<file path="config.mk">
export PLATFORM = sky130hd
export DESIGN_NAME = datapath_regs
export DESIGN_NICKNAME = d
export VERILOG_FILES = /design/src/rtl/datapath_regs_pkg.sv /design/src/rtl/datapath_regs_inc_reg.sv /design/src/rtl/datapath_regs.sv
export SDC_FILE = /design/constraint.sdc
export NUM_CORES = 1
export LEC_CHECK = 0
export BUFFER_PORTS_ARGS = -buffer_cell sky130_fd_sc_hd__buf_2
export CAP_MARGIN = 20
export CELL_PAD_IN_SITES_DETAIL_PLACEMENT = 1
export CELL_PAD_IN_SITES_GLOBAL_PLACEMENT = 1
export CORE_MARGIN = 8
export CORE_UTILIZATION = 39
export DETAILED_ROUTE_END_ITERATION = 10
export PLACE_DENSITY_LB_ADDON = 0.1
export RECOVER_POWER = 25
export SYNTH_ARGS = -nofsm -noshare
export SYNTH_HDL_FRONTEND = slang
export SYNTH_SLANG_ARGS = --single-unit
export TNS_END_PERCENT = 100
</file>
<file path="constraint.sdc">
create_clock -name clk -period 3.7 [get_ports clk]
set_input_delay 0.555 -clock clk [delete_from_list [all_inputs] [get_ports clk]]
set_output_delay 0.555 -clock clk [all_outputs]
set_load 0.05 [all_outputs]
</file>
<file path="src/rtl/datapath_regs_pkg.sv">
// Shared types and bit positions for the core's register bank.
//   bus_in_sel_t : source select for the internal bus (4-bit encoding)
//   *_IDX        : bit positions inside wrEnReg (AR is the MSB)
//   *_INC        : bit positions inside incReg  (PC is the MSB)
package details;

  typedef enum logic [3:0] {
    BUS_DM = 4'd0,
    BUS_IM = 4'd1,
    BUS_R  = 4'd2,
    BUS_RL = 4'd3,
    BUS_RC = 4'd4,
    BUS_RP = 4'd5,
    BUS_RQ = 4'd6,
    BUS_R1 = 4'd7,
    BUS_AC = 4'd8,
    BUS_PC = 4'd9,
    BUS_AR = 4'd10,
    BUS_IR = 4'd11
  } bus_in_sel_t;

  localparam int AR_IDX = 9;
  localparam int R_IDX  = 8;
  localparam int PC_IDX = 7;
  localparam int IR_IDX = 6;
  localparam int RL_IDX = 5;
  localparam int RC_IDX = 4;
  localparam int RP_IDX = 3;
  localparam int RQ_IDX = 2;
  localparam int R1_IDX = 1;
  localparam int AC_IDX = 0;

  localparam int PC_INC = 3;
  localparam int RC_INC = 2;
  localparam int RP_INC = 1;
  localparam int RQ_INC = 0;

endpackage

</file>
<file path="src/rtl/datapath_regs_inc_reg.sv">
// inc_reg: WIDTH-bit register with load and increment.
//   clk, rst : clock, asynchronous active-high reset
//   load     : capture d (takes priority over inc)
//   inc      : add 1, wrapping modulo 2^WIDTH
//   d        : load data
//   q        : register contents
module inc_reg #(
  parameter int WIDTH = 12
) (
  input  logic             clk,
  input  logic             rst,
  input  logic             load,
  input  logic             inc,
  input  logic [WIDTH-1:0] d,
  output logic [WIDTH-1:0] q
);

  logic [WIDTH-1:0] val_d;
  logic [WIDTH-1:0] val_q;

  always_comb begin
    val_d = val_q;
    if (load) begin
      val_d = d;
    end else if (inc) begin
      val_d = val_q + WIDTH'(1);
    end
  end

  always_ff @(posedge clk or posedge rst) begin
    if (rst) begin
      val_q <= '0;
    end else begin
      val_q <= val_d;
    end
  end

  assign q = val_q;

endmodule

</file>
<file path="src/rtl/datapath_regs.sv">
// datapath_regs: architectural register bank, Z flag and internal bus.
//   clk, rst      : clock, asynchronous active-high reset
//   wrEnReg[9:0]  : write enables {AR,R,PC,IR,RL,RC,RP,RQ,R1,AC}
//   incReg[3:0]   : increment enables {PC,RC,RP,RQ}
//   busSel        : bus source select
//   ZWrEn, aluZ   : Z flag load strobe and its data
//   aluOut        : AC load data
//   dataMemOut    : data memory read data
//   insMemOut     : instruction memory read data
//   bus           : internal bus (combinational)
//   ins, Zout     : IR and Z back to the control unit
//   dataMemAddr   : AR
//   dataMemIn     : R
//   insMemAddr    : PC
//   acOut         : AC
module datapath_regs
  import details::*;
#(
  parameter int REG_WIDTH = 12,
  parameter int IR_WIDTH  = 8
) (
  input  logic                 clk,
  input  logic                 rst,
  input  logic [9:0]           wrEnReg,
  input  logic [3:0]           incReg,
  input  bus_in_sel_t          busSel,
  input  logic                 ZWrEn,
  input  logic [REG_WIDTH-1:0] aluOut,
  input  logic                 aluZ,
  input  logic [REG_WIDTH-1:0] dataMemOut,
  input  logic [IR_WIDTH-1:0]  insMemOut,
  output logic [REG_WIDTH-1:0] bus,
  output logic [IR_WIDTH-1:0]  ins,
  output logic                 Zout,
  output logic [REG_WIDTH-1:0] dataMemAddr,
  output logic [REG_WIDTH-1:0] dataMemIn,
  output logic [REG_WIDTH-1:0] insMemAddr,
  output logic [REG_WIDTH-1:0] acOut
);

  localparam int PAD = REG_WIDTH - IR_WIDTH;

  logic [REG_WIDTH-1:0] ar_d, ar_q;
  logic [REG_WIDTH-1:0] r_d, r_q;
  logic [REG_WIDTH-1:0] rl_d, rl_q;
  logic [REG_WIDTH-1:0] r1_d, r1_q;
  logic [REG_WIDTH-1:0] ac_d, ac_q;
  logic [IR_WIDTH-1:0]  ir_d, ir_q;
  logic                 z_d, z_q;

  logic [REG_WIDTH-1:0] pc_q, rc_q, rp_q, rq_q;

  // Bus is driven from pre-edge register values, so a bus move lands in
  // the destination on the same edge without a bubble.
  always_comb begin
    bus = '0;
    case (busSel)
      BUS_DM:  bus = dataMemOut;
      BUS_IM:  bus = {{PAD{1'b0}}, insMemOut};
      BUS_R:   bus = r_q;
      BUS_RL:  bus = rl_q;
      BUS_RC:  bus = rc_q;
      BUS_RP:  bus = rp_q;
      BUS_RQ:  bus = rq_q;
      BUS_R1:  bus = r1_q;
      BUS_AC:  bus = ac_q;
      BUS_PC:  bus = pc_q;
      BUS_AR:  bus = ar_q;
      BUS_IR:  bus = {{PAD{1'b0}}, ir_q};
      default: bus = '0;
    endcase
  end

  always_comb begin
    ar_d = wrEnReg[AR_IDX] ? bus : ar_q;
    r_d  = wrEnReg[R_IDX]  ? bus : r_q;
    rl_d = wrEnReg[RL_IDX] ? bus : rl_q;
    r1_d = wrEnReg[R1_IDX] ? bus : r1_q;
    ac_d = wrEnReg[AC_IDX] ? aluOut : ac_q;
    ir_d = wrEnReg[IR_IDX] ? bus[IR_WIDTH-1:0] : ir_q;
    z_d  = ZWrEn ? aluZ : z_q;
  end

  always_ff @(posedge clk or posedge rst) begin
    if (rst) begin
      ar_q <= '0;
      r_q  <= '0;
      rl_q <= '0;
      r1_q <= '0;
      ac_q <= '0;
      ir_q <= '0;
      z_q  <= 1'b0;
    end else begin
      ar_q <= ar_d;
      r_q  <= r_d;
      rl_q <= rl_d;
      r1_q <= r1_d;
      ac_q <= ac_d;
      ir_q <= ir_d;
      z_q  <= z_d;
    end
  end

  inc_reg #(.WIDTH(REG_WIDTH)) u_pc (
    .clk  (clk),
    .rst  (rst),
    .load (wrEnReg[PC_IDX]),
    .inc  (incReg[PC_INC]),
    .d    (bus),
    .q    (pc_q)
  );

  inc_reg #(.WIDTH(REG_WIDTH)) u_rc (
    .clk  (clk),
    .rst  (rst),
    .load (wrEnReg[RC_IDX]),
    .inc  (incReg[RC_INC]),
    .d    (bus),
    .q    (rc_q)
  );

  inc_reg #(.WIDTH(REG_WIDTH)) u_rp (
    .clk  (clk),
    .rst  (rst),
    .load (wrEnReg[RP_IDX]),
    .inc  (incReg[RP_INC]),
    .d    (bus),
    .q    (rp_q)
  );

  inc_reg #(.WIDTH(REG_WIDTH)) u_rq (
    .clk  (clk),
    .rst  (rst),
    .load (wrEnReg[RQ_IDX]),
    .inc  (incReg[RQ_INC]),
    .d    (bus),
    .q    (rq_q)
  );

  assign ins         = ir_q;
  assign Zout        = z_q;
  assign dataMemAddr = ar_q;
  assign dataMemIn   = r_q;
  assign insMemAddr  = pc_q;
  assign acOut       = ac_q;

endmodule
</file>
# Word level (Yosys, flattened, before mapping)
# Index checks and enable logic that the tools add are counted.
# classes
eq_ne	11
mux	9
reduce_logical	5
n_addsub	4
# ops
op	n
12-bit case mux with 12 select lines	1
12-bit 2-to-1 mux	8
12-bit by 1-bit adder with 12-bit output (second input constant)	4
4-bit by 3-bit == test with 1-bit output (second input constant)	4
4-bit == test (second input constant)	4
4-bit by 2-bit == test with 1-bit output (second input constant)	2
2-bit nonzero test	4
4-bit by 1-bit == test with 1-bit output (second input constant)	1
4-bit logical NOT	1
# word_totals
wordCells	40
in_bits	54
register_bits	117
output_inout_bits	69

# Logic depth before layout (Yosys ltp)
# Gate-level depths: netlist of the first run.
# depth
word_depth	3
depth_mapped	8
ltp_nobuf	5

# Cells and area by module
# A second synthesis of the first run with hierarchy kept.
# hier_totals
hier_cells	749
hier_area_um2	7268.2
# modules_own_cells
mod	seq_area_each_um2	area_per_inst_um2	cells_per_inst	instances
datapath_regs	1726.7	4425.5	445	1
inc_reg	300.3	710.7	76	4

# Worst setup path after synthesis of the first run
# OpenSTA, ideal clock, no wires.
# synth_path
path_type	input to output
start	input port busSel[2]
end	output port bus[7]
required_ns	3.145
arrival_ns	2.159
n_path_buf	1
path_stages	5
setup_slack_ns	0.986
cell_sequence	buf_2 mux2_1 a22o_1 nor4_4 nand2_1
# synth_via
elab_chain_cells	2
word_cells_on_any_way	13
classes_between	eq/ne: 11; mux: 1; reduce/logical: 1
# synth_rtl
element	line_no	text
start, declared	datapath_regs.sv:26	input bus_in_sel_t busSel,
4-bit == test (tied with other cells)	datapath_regs.sv:57	case (busSel)
12-bit case mux with 12 select lines (*)	datapath_regs.sv:57	
end, declared	datapath_regs.sv:32	output logic [REG_WIDTH-1:0] bus,
# Every way passes the cells marked *; elsewhere a longest branch is shown, timed or not.

# Worst setup path in the final report of the first run
# Same ends and word-level chain as after synthesis.

==> impl_results.md, run 1 <==
- Outcome: complete, but fails checks
- Failing checks: max-capacitance violations, max-slew violations
- Initial Util: 0.396
- Fill cells: 1975
- Syn_area_per_cell: ~10 µm²
- Clock Path Buffers: 2
- Die width: between 100 and 150 µm
- Total track usage: 0.264
- Worst Path Required: ~3.1 ns
- Max VDD drop: 0.331 mV
- Core area: between 15000 and 20000 µm²
- Commonest non-fill, non-tap cell in the layout: buf_2
- Cell family with most CP delay: buffers and inverters
- Peak Freq: roughly 320 MHz
- Minimum clock period: 3.16 ns
- Hold-critical path depth: 2
- Die H: ~150 µm
- CTS tree: done
- Yosys reg bits: approximately 120
- Pwr Density: between 500 and 600 nW/µm²
- Met3 wire length: approximately 1.9 mm
- Most frequent cells in the layout: buf_2 (121), dfrtp_1 (117), nor2_1 (73), a31oi_1 (55), a21oi_1 (51)
- Layout cells sized above 1: 0.281
- Post-CTS setup buffer count: 0
- Register area share after synthesis: 0.429
- CP cell instances: buf_2, mux2_1, a22o_1, nor4_4, nand2_1, buf_2
- Met2 WL: about 14 mm
- DRC marker count from the first detailed-route iteration: between 400 and 500
- Nets: just under 900
- Slowest stage cell, crit path: buf_2
- Initial antenna violation count: 0
- Clock sinks: between 100 and 150
- CP startpoint kind: input pin
- Post-synthesis instance total: ~700
- Routed vias/inst: between 6 and 7
- Cts hold-fix bufs: 0
- Clk slew on worst S/H paths: around 0.060 ns
- Ys flop type: dfrtp_1
- RePlAce Congestion: 0.925
- Cell taking the most area after synthesis: dfrtp_1
- CP peak stage delay: roughly 0.60 ns
- Synth warn: 0
- EDFF count, synth: 0
- Critical Path End Type: output port
- I/O Pins: approximately 120
- Hold path start: aluOut[10]
- Die area: 22000 µm²
- Detailed Place HPWL: about 20 mm
- R2R Path Start: u_rq.q[8]$_DFFE_PP0P_
- WL per Instance: around 27 µm
- Setup Skew: approximately 0.011 ns
- Root buffer cell: clkbuf_16
- Crit path max fanout: 38
- WP buf/inv: 2
- Setup TNS: 0 ns
- Critical Path AT: approximately 2.6 ns
- Hold Path Class: input pin to flip-flop
- Global-route wire length before repair: about 43 mm
- Max layer used: met4
- Post_cts resized: 0
- R2R Path End: u_pc.q[8]$_DFFE_PP0P_
- Initial DRT Pass Iterations: 5
- Synth top area cells: dfrtp_1 (43%), a31oi_1 (5.0%), mux2i_1 (4.2%), nor2_1 (4.0%), mux2_2 (4.0%)
- Crit share post-route: 0.854
- CP Class: input pin to output port
- Power Total: about 4.9 mW
- Slew margin rel.: -0.609
- Setup slack, reg-to-reg: between 1.5 and 2 ns
- Syn_nets: roughly 760
- Area share of the largest cell type after synthesis: 0.429
- H-tree depth: 4
- Fin util: 0.482
- Syn-to-layout area delta: 21.5%
- Metal-1 WL: ~12 mm
- Synth unique cells: a little under 70
- DRT antenna net count: 0
- # diodes: 0
- Hold Fails Final Rpt: 0
- Port Buffers: about 120
- Finished Cell Area: ~8300 µm²
- Largest net degree at the start of global routing: between 60 and 70
- Hold Path Sink: acOut[10]$_DFFE_PP0P_
- Stages on worst setup path: 6
- Cell Rows: 48
- Max-cap viol count: 1
- Crit-path most repeated cell: buf_2
- RSZ-0062 raised after global routing: no
- FF-to-FF path depth: 5
- Routed via count: between 6000 and 7000
- TritonCTS Buffers: 17
- Setup violations, final: 0
- Number of remaining DRC errors: 0
- Synth async-reset ratio: 1.00
- Least-Margin Pin Slew: around 2.4 ns
- Clock Latency Late Sink: around 0.44 ns
- Post-DP Area: ~7700 µm²
- Final Max Slew Viols: 60
- Pleak: 3.63 nW
- GRT overflow: 0
- Synth Cell Area: ~6800 µm²
- Final wirelength: approximately 28 mm
- Number of global-route vias before repair: 6888
[layout make-up]
class | instances | area (µm²) | area share
sequential | 117 | 2930 | 0.353
multi-input combinational | 511 | 3580 | 0.431
clock buffer | 19 | 443 | 0.0534
inverter | 16 | 60.1 | 0.00724
tap | 225 | 282 | 0.0339
timing repair buffer | 153 | 855 | 0.103
clock inverter | 13 | 158 | 0.0190
[cells by family after synthesis]
group,count (synthesis),share of synthesized area
buf+inv,69,0.0478
xor+xnor,34,0.0436
compound gates,167,0.167
simple gates,250,0.217
flops,117,0.429
fa+ha+maj,4,0.00733
mux,56,0.0892
[layer usage]
layer  vias up  global-route usage
met5         -                   0
met4         0               0.139
met3        70              0.0720
met2       224               0.436
met1      3235               0.309
li1       2823                   -
[synthesized netlist by cell type (all sizes together), types with 3 or more instances]
cell type / instances
nand2b: 7
xor2: 15
a222oi: 3
o21a: 6
a22o: 3
mux2: 26
dfrtp: 117
and3: 10
a21boi: 5
nand2: 22
nor2b: 10
nor3: 23
a21o: 3
a2bb2oi: 7
nor2: 73
nand3: 21
mux2i: 29
nor3b: 4
buf: 31
and4: 4
or3b: 9
a211oi: 7
nand4: 15
o21ai: 4
a31o: 3
inv: 16
clkbuf: 22
ha: 4
a21oi: 51
nor4: 13
a31oi: 55
nand3b: 23
xnor2: 19
and2: 3
[registers in the layout, summed over array words and instances, names as in the netlist]
signal and cells:
r1_q 12, u_rq.q 12, acOut 12, dataMemIn 12, rl_q 12, u_rc.q 12
u_pc.q 12, Zout 1, ins 8, u_rp.q 12, dataMemAddr 12
[through the flow]
stage	hold slack, ns	worst slack [ns]	instances
6_report	0.351	0.542	1054
5_1_grt	0.340	0.478	1054
4_1_cts	0.297	0.568	1054
3_5_place_dp	0.499	0.572	1022
3_3_place_gp	0.485	0.567	1022
2_1_floorplan	0.490	0.0442	697
[worst reg2reg max path: cells and delay by family (launching register included)]
kind          cells  cell delay, ns
flops             1            0.45
simple gates      2            0.58
mux               2            0.60
buf+inv           1            0.29
[how the worst max path moves through the flow]
stage	slack [ns]	to	start
2_1_floorplan	0.04	Zout$_DFFE_PP0P_	rst
3_3_place_gp	0.57	bus[7]	busSel[2]
3_5_place_dp	0.57	bus[8]	busSel[0]
4_1_cts	0.57	bus[8]	busSel[0]
5_1_grt	0.48	bus[8]	busSel[0]
6_report	0.54	bus[7]	busSel[2]
[where the power goes]
group	switching (mW)	internal, mW	total, mW
registers	0.295	1.48	1.77
clock network	0.650	1.07	1.72
logic	0.962	0.435	1.40
total	1.91	2.99	4.89
Power figures use the tool's default switching activity.
==> run 2: changes to the inputs <==
--- a/config.mk
+++ b/config.mk
@@ -12,7 +12,7 @@
 export CORE_MARGIN = 8
 export CORE_UTILIZATION = 39
 export DETAILED_ROUTE_END_ITERATION = 10
-export PLACE_DENSITY_LB_ADDON = 0.1
+export PLACE_DENSITY = 0.83
 export RECOVER_POWER = 25
 export SYNTH_ARGS = -nofsm -noshare
 export SYNTH_HDL_FRONTEND = slang
==> run 2 against run 1 <==
The run still ends with max-capacitance violations, max-slew violations left. Global-route usage fell by 1.1 points. Largest power group unchanged. Sequential share of layout area up 0.075 points. Critical endpoint is now bus[1]. Non-clock buffer count is 2 lower.
==> impl_results.md, run 2 (synthesis gave the netlist of run 1 again) <==
- H-tree depth: 4 (unchanged)
- Setup Skew: 0.00999 ns (was 0.0108 ns)
- Dpl cells: 1020 (was 1022)
- R2R Path Start: u_rc.q[3]$_DFFE_PP0P_ (was u_rq.q[8]$_DFFE_PP0P_)
- CP startpoint kind: input pin (unchanged)
- Setup TNS: 0 ns (unchanged)
- Initial DRT Pass Iterations: 5 (unchanged)
- Critical Path AT: 2.55 ns (was 2.60 ns)
- Critical Path End Type: output port (unchanged)
- Failing checks: max-capacitance violations, max-slew violations (unchanged)
- Die area: 22000 µm² (unchanged)
- CP cell instances: buf_2, buf_4, buf_4, nor3b_1, a222oi_1, o2111a_1, inv_1, buf_2 (was buf_2, mux2_1, a22o_1, nor4_4, nand2_1, buf_2)
- DRC marker count from the first detailed-route iteration: 696 (was 440)
- Total track usage: 0.253 (was 0.264)
- Number of global-route vias before repair: 6725 (was 6888)
- Slowest stage cell, crit path: nor3b_1 (was buf_2)
- Setup slack, reg-to-reg: 1.64 ns (about the same)
- CTS tree: done (unchanged)
- Minimum clock period: 3.11 ns (was 3.16 ns)
- Finished Cell Area: 8280 µm² (was 8300 µm²)
- CP Class: input pin to output port (unchanged)
- I/O Pins: 123 (unchanged)
- Hold Fails Final Rpt: 0 (unchanged)
- R2R Path End: ins[3]$_DFFE_PP0P_ (was u_pc.q[8]$_DFFE_PP0P_)
- Most frequent cells in the layout: buf_2 (121), dfrtp_1 (117), nor2_1 (73), a31oi_1 (55), a21oi_1 (51) (unchanged)
- Hold path start: aluOut[11] (was aluOut[10])
- Core area: 17200 µm² (unchanged)
- Syn-to-layout area delta: 21.3% (was 21.5%)
- Largest net degree at the start of global routing: 58 (was 61)
- Peak Freq: 322 MHz (was 317 MHz)
- Root buffer cell: clkbuf_16 (unchanged)
- TritonCTS Buffers: 17 (unchanged)
- Nets: 872 (was 874)
- Worst Path Required: 3.14 ns (about the same)
- Clock Path Buffers: 2 (unchanged)
- Hold-critical path depth: 2 (unchanged)
- Commonest non-fill, non-tap cell in the layout: buf_2 (unchanged)
- FF-to-FF path depth: 5 (unchanged)
- Crit share post-route: 0.839 (was 0.854)
- Final Max Slew Viols: 58 (was 60)
- # diodes: 0 (unchanged)
- Max-cap viol count: 1 (unchanged)
- CP peak stage delay: 0.56 ns (was 0.60 ns)
- Die width: 148 µm (unchanged)
- Pleak: 3.62 nW (was 3.63 nW)
- RSZ-0062 raised after global routing: no (unchanged)
- Cts hold-fix bufs: 0 (unchanged)
- GRT overflow: 0 (unchanged)
- Layout cells sized above 1: 0.278 (was 0.281)
- Initial antenna violation count: 0 (unchanged)
- Pwr Density: 587 nW/µm² (was 589 nW/µm²)
- Fill cells: 1989 (was 1975)
- Cell Rows: 48 (unchanged)
- Initial Util: 0.396 (unchanged)
- Post-CTS setup buffer count: 0 (unchanged)
- Final wirelength: 27.3 mm (was 28.4 mm)
- Post-DP Area: 7690 µm² (was 7700 µm²)
- Max VDD drop: 0.398 mV (was 0.331 mV)
- DRT antenna net count: 0 (unchanged)
- Clock sinks: 117 (unchanged)
- Crit path max fanout: 18 (was 38)
- Port Buffers: 122 (unchanged)
- Die H: 148 µm (unchanged)
- Post-Layout Cell Count: 1052 (was 1054)
- Setup violations, final: 0 (unchanged)
- Number of remaining DRC errors: 0 (unchanged)
- RePlAce Congestion: 0.945 (was 0.925)
- Routed via count: 6469 (was 6352)
- Global-route wire length before repair: 41.6 mm (was 43.0 mm)
- Slew margin rel.: -0.863 (was -0.609)
- Detailed Place HPWL: 19.6 mm (was 20.4 mm)
- WL per Instance: 26.0 µm (was 27.0 µm)
- Hold Path Sink: acOut[11]$_DFFE_PP0P_ (was acOut[10]$_DFFE_PP0P_)
- Routed vias/inst: 6.15 (was 6.03)
- Cell family with most CP delay: buffers and inverters (unchanged)
- WP buf/inv: 5 (was 2)
- Least-Margin Pin Slew: 2.78 ns (was 2.41 ns)
- Clk slew on worst S/H paths: 0.06 ns (about the same)
- Clock Latency Late Sink: 0.44 ns (about the same)
- Hold Path Class: input pin to flip-flop (unchanged)
- Post_cts resized: 0 (unchanged)
- Outcome: complete, but fails checks (unchanged)
run 2: changes by cell type in the layout (fill, tap and decap cells not counted):
cell,delta
clkinvlp_2,+1
inv_1,-1
mux2_1,+1
buf_4,-3
clkbuf_1,+1
mux2_2,-1
run 2: stage by stage:
step	worst slack [ns]	hold WS [ns]	utilization	total power, mW
2_1_floorplan	0.0442	0.490	-	2.64
3_3_place_gp	0.619	0.486	0.446	3.10
3_5_place_dp	0.644	0.497	0.446	3.14
4_1_cts	0.640	0.292	0.481	4.87
5_1_grt	0.518	0.348	0.481	5.02
6_report	0.595	0.350	0.481	4.86
run 2: area by class of cell:
cell class	count	area (µm²)	share of cell area
Multi-Input combinational cell	511	3580	0.432
Clock buffer	19	443	0.0535
Sequential cell	117	2930	0.353
Inverter	16	61.3	0.00740
Timing Repair Buffer	151	836	0.101
Tap cell	225	282	0.0340
Clock inverter	13	158	0.0190
run 2: routing by layer:
layer / global-route usage / part of all wire / vias to the layer above / wire length [µm]
li1: - / - / 2819 / -
met1: 0.311 / 0.40 / 3237 / 10900
met2: 0.405 / 0.49 / 332 / 13300
met3: 0.0498 / 0.068 / 81 / 1860
met4: 0.153 / 0.047 / 0 / 1270
met5: 0 / 0 / - / 0
run 2: worst max path at each step:
stage | start | to | slack, ns | cells after the start
2_1_floorplan | rst | Zout$_DFFE_PP0P_ | 0.04 | 1
3_3_place_gp | busSel[1] | bus[1] | 0.62 | 8
3_5_place_dp | busSel[2] | bus[7] | 0.64 | 7
4_1_cts | busSel[1] | bus[1] | 0.64 | 8
5_1_grt | busSel[1] | bus[1] | 0.52 | 8
6_report | busSel[1] | bus[1] | 0.59 | 8
run 2: worst register-to-register path, delay by kind of cell, from the launching register on:
kind	cells	cell delay [ns]
AOI/OAI and AO/OA	2	0.37
and+or+nand+nor	1	0.40
DFF	1	0.51
muxes	1	0.35
buffers and inverters	1	0.29
run 2: where the power goes:
part	switching [mW]	internal, mW	total (mW)	leakage [nW]
Combinational	0.950	0.432	1.38	1.95
Sequential	0.292	1.48	1.77	1.39
Clock	0.639	1.07	1.71	0.285
Total	1.88	2.98	4.86	3.62
==> run 3: changes to the inputs <==
--- a/config.mk
+++ b/config.mk
@@ -10,9 +10,9 @@
 export CELL_PAD_IN_SITES_DETAIL_PLACEMENT = 1
 export CELL_PAD_IN_SITES_GLOBAL_PLACEMENT = 1
 export CORE_MARGIN = 8
-export CORE_UTILIZATION = 39
+export CORE_UTILIZATION = 43
 export DETAILED_ROUTE_END_ITERATION = 10
-export PLACE_DENSITY = 0.83
+export PLACE_DENSITY = 0.87
 export RECOVER_POWER = 25
 export SYNTH_ARGS = -nofsm -noshare
 export SYNTH_HDL_FRONTEND = slang
==> constraint.sdc (replaced) <==
create_clock -name clk -period 3 [get_ports clk]
set_input_delay 0.45 -clock clk [delete_from_list [all_inputs] [get_ports clk]]
set_output_delay 0.45 -clock clk [all_outputs]
set_load 0.05 [all_outputs]
==> run 3 against run 2 <==
The flow still finishes with violations (max-capacitance violations, max-slew violations). Utilization is 4.6 points higher. Non-clock buffer count is 7 higher. Register-to-register slack worse by 0.72 ns. Die area is 8.3% lower. Via count is 1.9% higher. Wire length is 4.6% higher. First-iteration DRC count is 13% lower. Critical path depth is 1 lower. Global-route usage is 3.4 points higher. Worst hold slack worse by 0.13 ns. Total power is 20% higher. Largest cell class unchanged.
==> impl_results.md, run 3 (synthesis gave the netlist of run 1 again) <==
- Outcome: complete, but fails checks (unchanged)
- Failing checks: max-capacitance violations, max-slew violations (unchanged)
- I/O Pins: 123 (unchanged)
- Crit path max fanout: 23 (was 18)
- Post_cts resized: 0 (unchanged)
- Initial Util: 0.435 (was 0.396)
- Root buffer cell: clkbuf_16 (unchanged)
- Stages on worst setup path: 7 (was 8)
- # diodes: 0 (unchanged)
- Critical Path AT: 2.24 ns (was 2.55 ns)
- Max-cap viol count: 1 (unchanged)
- DRT antenna net count: 0 (unchanged)
- Largest net degree at the start of global routing: 59 (was 58)
- Final wirelength: 28.6 mm (was 27.3 mm)
- CP startpoint kind: input pin (unchanged)
- Initial DRT Pass Iterations: 5 (unchanged)
- Peak Freq: 371 MHz
- CP peak stage delay: 0.37 ns (was 0.56 ns)
- Syn-to-layout area delta: 21.1% (was 21.3%)
- Crit share post-route: 0.898
- Routed via count: 6591 (was 6469)
- Port Buffers: 122 (unchanged)
- TritonCTS Buffers: 17 (unchanged)
- Hold Fails Final Rpt: 0 (unchanged)
- DRC marker count from the first detailed-route iteration: 605 (was 696)
- Minimum clock period: ~2.7 ns
- Most frequent cells in the layout: buf_2 (121), dfrtp_1 (117), nor2_1 (73), a31oi_1 (55), a21oi_1 (51) (unchanged)
- Hold Path Class: input pin to async pin (was input pin to flip-flop)
- RePlAce Congestion: 0.965 (was 0.945)
- Cell Rows: 46 (was 48)
- Global-route wire length before repair: 42.6 mm (was 41.6 mm)
- Clock Latency Late Sink: 0.43 ns (was 0.44 ns)
- Cts hold-fix bufs: 0 (unchanged)
- Detailed Place HPWL: 20.0 mm (was 19.6 mm)
- WP buf/inv: 3 (was 5)
- Clk slew on worst S/H paths: 0.06 ns (about the same)
- RSZ-0062 raised after global routing: no (unchanged)
- Total track usage: 0.287 (was 0.253)
- Setup violations, final: 0 (unchanged)
- Fill cells: 1808 (was 1989)
- Number of global-route vias before repair: 6820 (was 6725)
- Slew margin rel.: -0.00837 (was -0.863)
- Clock Path Buffers: 2 (unchanged)
- Max VDD drop: 0.391 mV (was 0.398 mV)
- Setup Skew: 0.00844 ns (was 0.00999 ns)
- Sequential cell area: 2930 µm² (unchanged)
- Commonest non-fill, non-tap cell in the layout: buf_2 (unchanged)
- Pleak: 3.64 nW (was 3.62 nW)
- Routed vias/inst: 6.29 (was 6.15)
- Number of remaining DRC errors: 0 (unchanged)
- CTS tree: done (unchanged)
- Initial antenna violation count: 0 (unchanged)
- Layout cells sized above 1: 0.279 (was 0.278)
- GRT overflow: 0 (unchanged)
- Clock sinks: 117 (unchanged)
- Crit-path most repeated cell: buf_2
- Final Max Slew Viols: 59 (was 58)
- CP cell instances: buf_2, buf_4, nand2b_1, a21oi_1, a211oi_2, nand2_1, buf_2 (was buf_2, buf_4, buf_4, nor3b_1, a222oi_1, o2111a_1, inv_1, buf_2)
- Die area: 20200 µm² (was 22000 µm²)
- Nets: 879 (was 872)
- Die width: 142 µm (was 148 µm)
- Least-Margin Pin Slew: 1.51 ns (was 2.78 ns)
- Worst Path Required: 2.55 ns (was 3.14 ns)
- Setup TNS: 0 ns (unchanged)
- Slowest stage cell, crit path: buf_2 (was nor3b_1)
- Post-CTS setup buffer count: 0 (unchanged)
- Fin util: 0.527 (was 0.481)
- Critical Path End Type: output port (unchanged)
- Core area: 15700 µm² (was 17200 µm²)
- WL per Instance: 27.3 µm (was 26.0 µm)
- Cell family with most CP delay: buffers and inverters (unchanged)
- H-tree depth: 4 (unchanged)
- Area of the multi-input gates: 3580 µm² (unchanged)
- FF-to-FF path depth: 5 (unchanged)
- Die H: 142 µm (was 148 µm)
- Post-Layout Cell Count: 1048 (was 1052)
- CP Class: input pin to output port (unchanged)
- Dpl cells: 1018 (was 1020)
- Pwr Density: 706 nW/µm² (was 587 nW/µm²)
run 3: cell types whose count changed in the layout (fill, tap and decap cells not counted):
cell	delta
buf_4	+6
clkinvlp_4	-4
clkbuf_1	+3
buf_12	+1
clkbuf_2	+1
clkinv_4	-2
bufinv_16	-2
clkbuf_8	+2
run 3: final timing paths:
path / slack (ns) / start / end
max in group asynchronous: 0.81 / rst / r1_q[7]$_DFFE_PP0P_
min in group clk: 0.26 / aluOut[2] / acOut[2]$_DFFE_PP0P_
min reg2reg: 0.51 / Zout$_DFFE_PP0P_ / Zout$_DFFE_PP0P_
min: 0.22 / rst / dataMemIn[11]$_DFFE_PP0P_
max: 0.31 / busSel[2] / bus[6]
max reg2reg: 0.92 / u_pc.q[1]$_DFFE_PP0P_ / r1_q[1]$_DFFE_PP0P_
run 3: layout make-up:
| cell class | instances | share of cell area |
|---|---|---|
| clock buffers | 25 | 0.0587 |
| inverters | 16 | 0.00741 |
| repair buffers | 158 | 0.109 |
| flip-flops and latches | 117 | 0.354 |
| well taps | 216 | 0.0327 |
| clock inverters | 5 | 0.00605 |
| multi-input cells | 511 | 0.432 |
run 3: routing by layer:
| layer | wire length [µm] | GRT usage |
|---|---|---|
| met1 | 11700 | 0.359 |
| met2 | 13400 | 0.455 |
| met3 | 2510 | 0.0758 |
| met4 | 1020 | 0.134 |
| met5 | 0 | 0 |
run 3: metrics by stage:
stage	total power [mW]	hold slack, ns	area, µm²	setup slack, ns
after floorplan	3.26	0.490	6830	0.496
final	5.84	0.216	8270	0.306
after CTS	5.84	0.0775	8290	0.303
after global placement	3.86	0.486	7760	0.355
after detailed placement	3.92	0.502	7760	0.350
after global routing	6.04	0.252	8270	0.225
run 3: where the power goes:
| part | internal [mW] | total [mW] | switching (mW) |
|---|---|---|---|
| registers | 1.83 | 2.19 | 0.358 |
| logic | 0.541 | 1.75 | 1.21 |
| clock network | 1.19 | 1.91 | 0.719 |
| total | 3.56 | 5.84 | 2.29 |
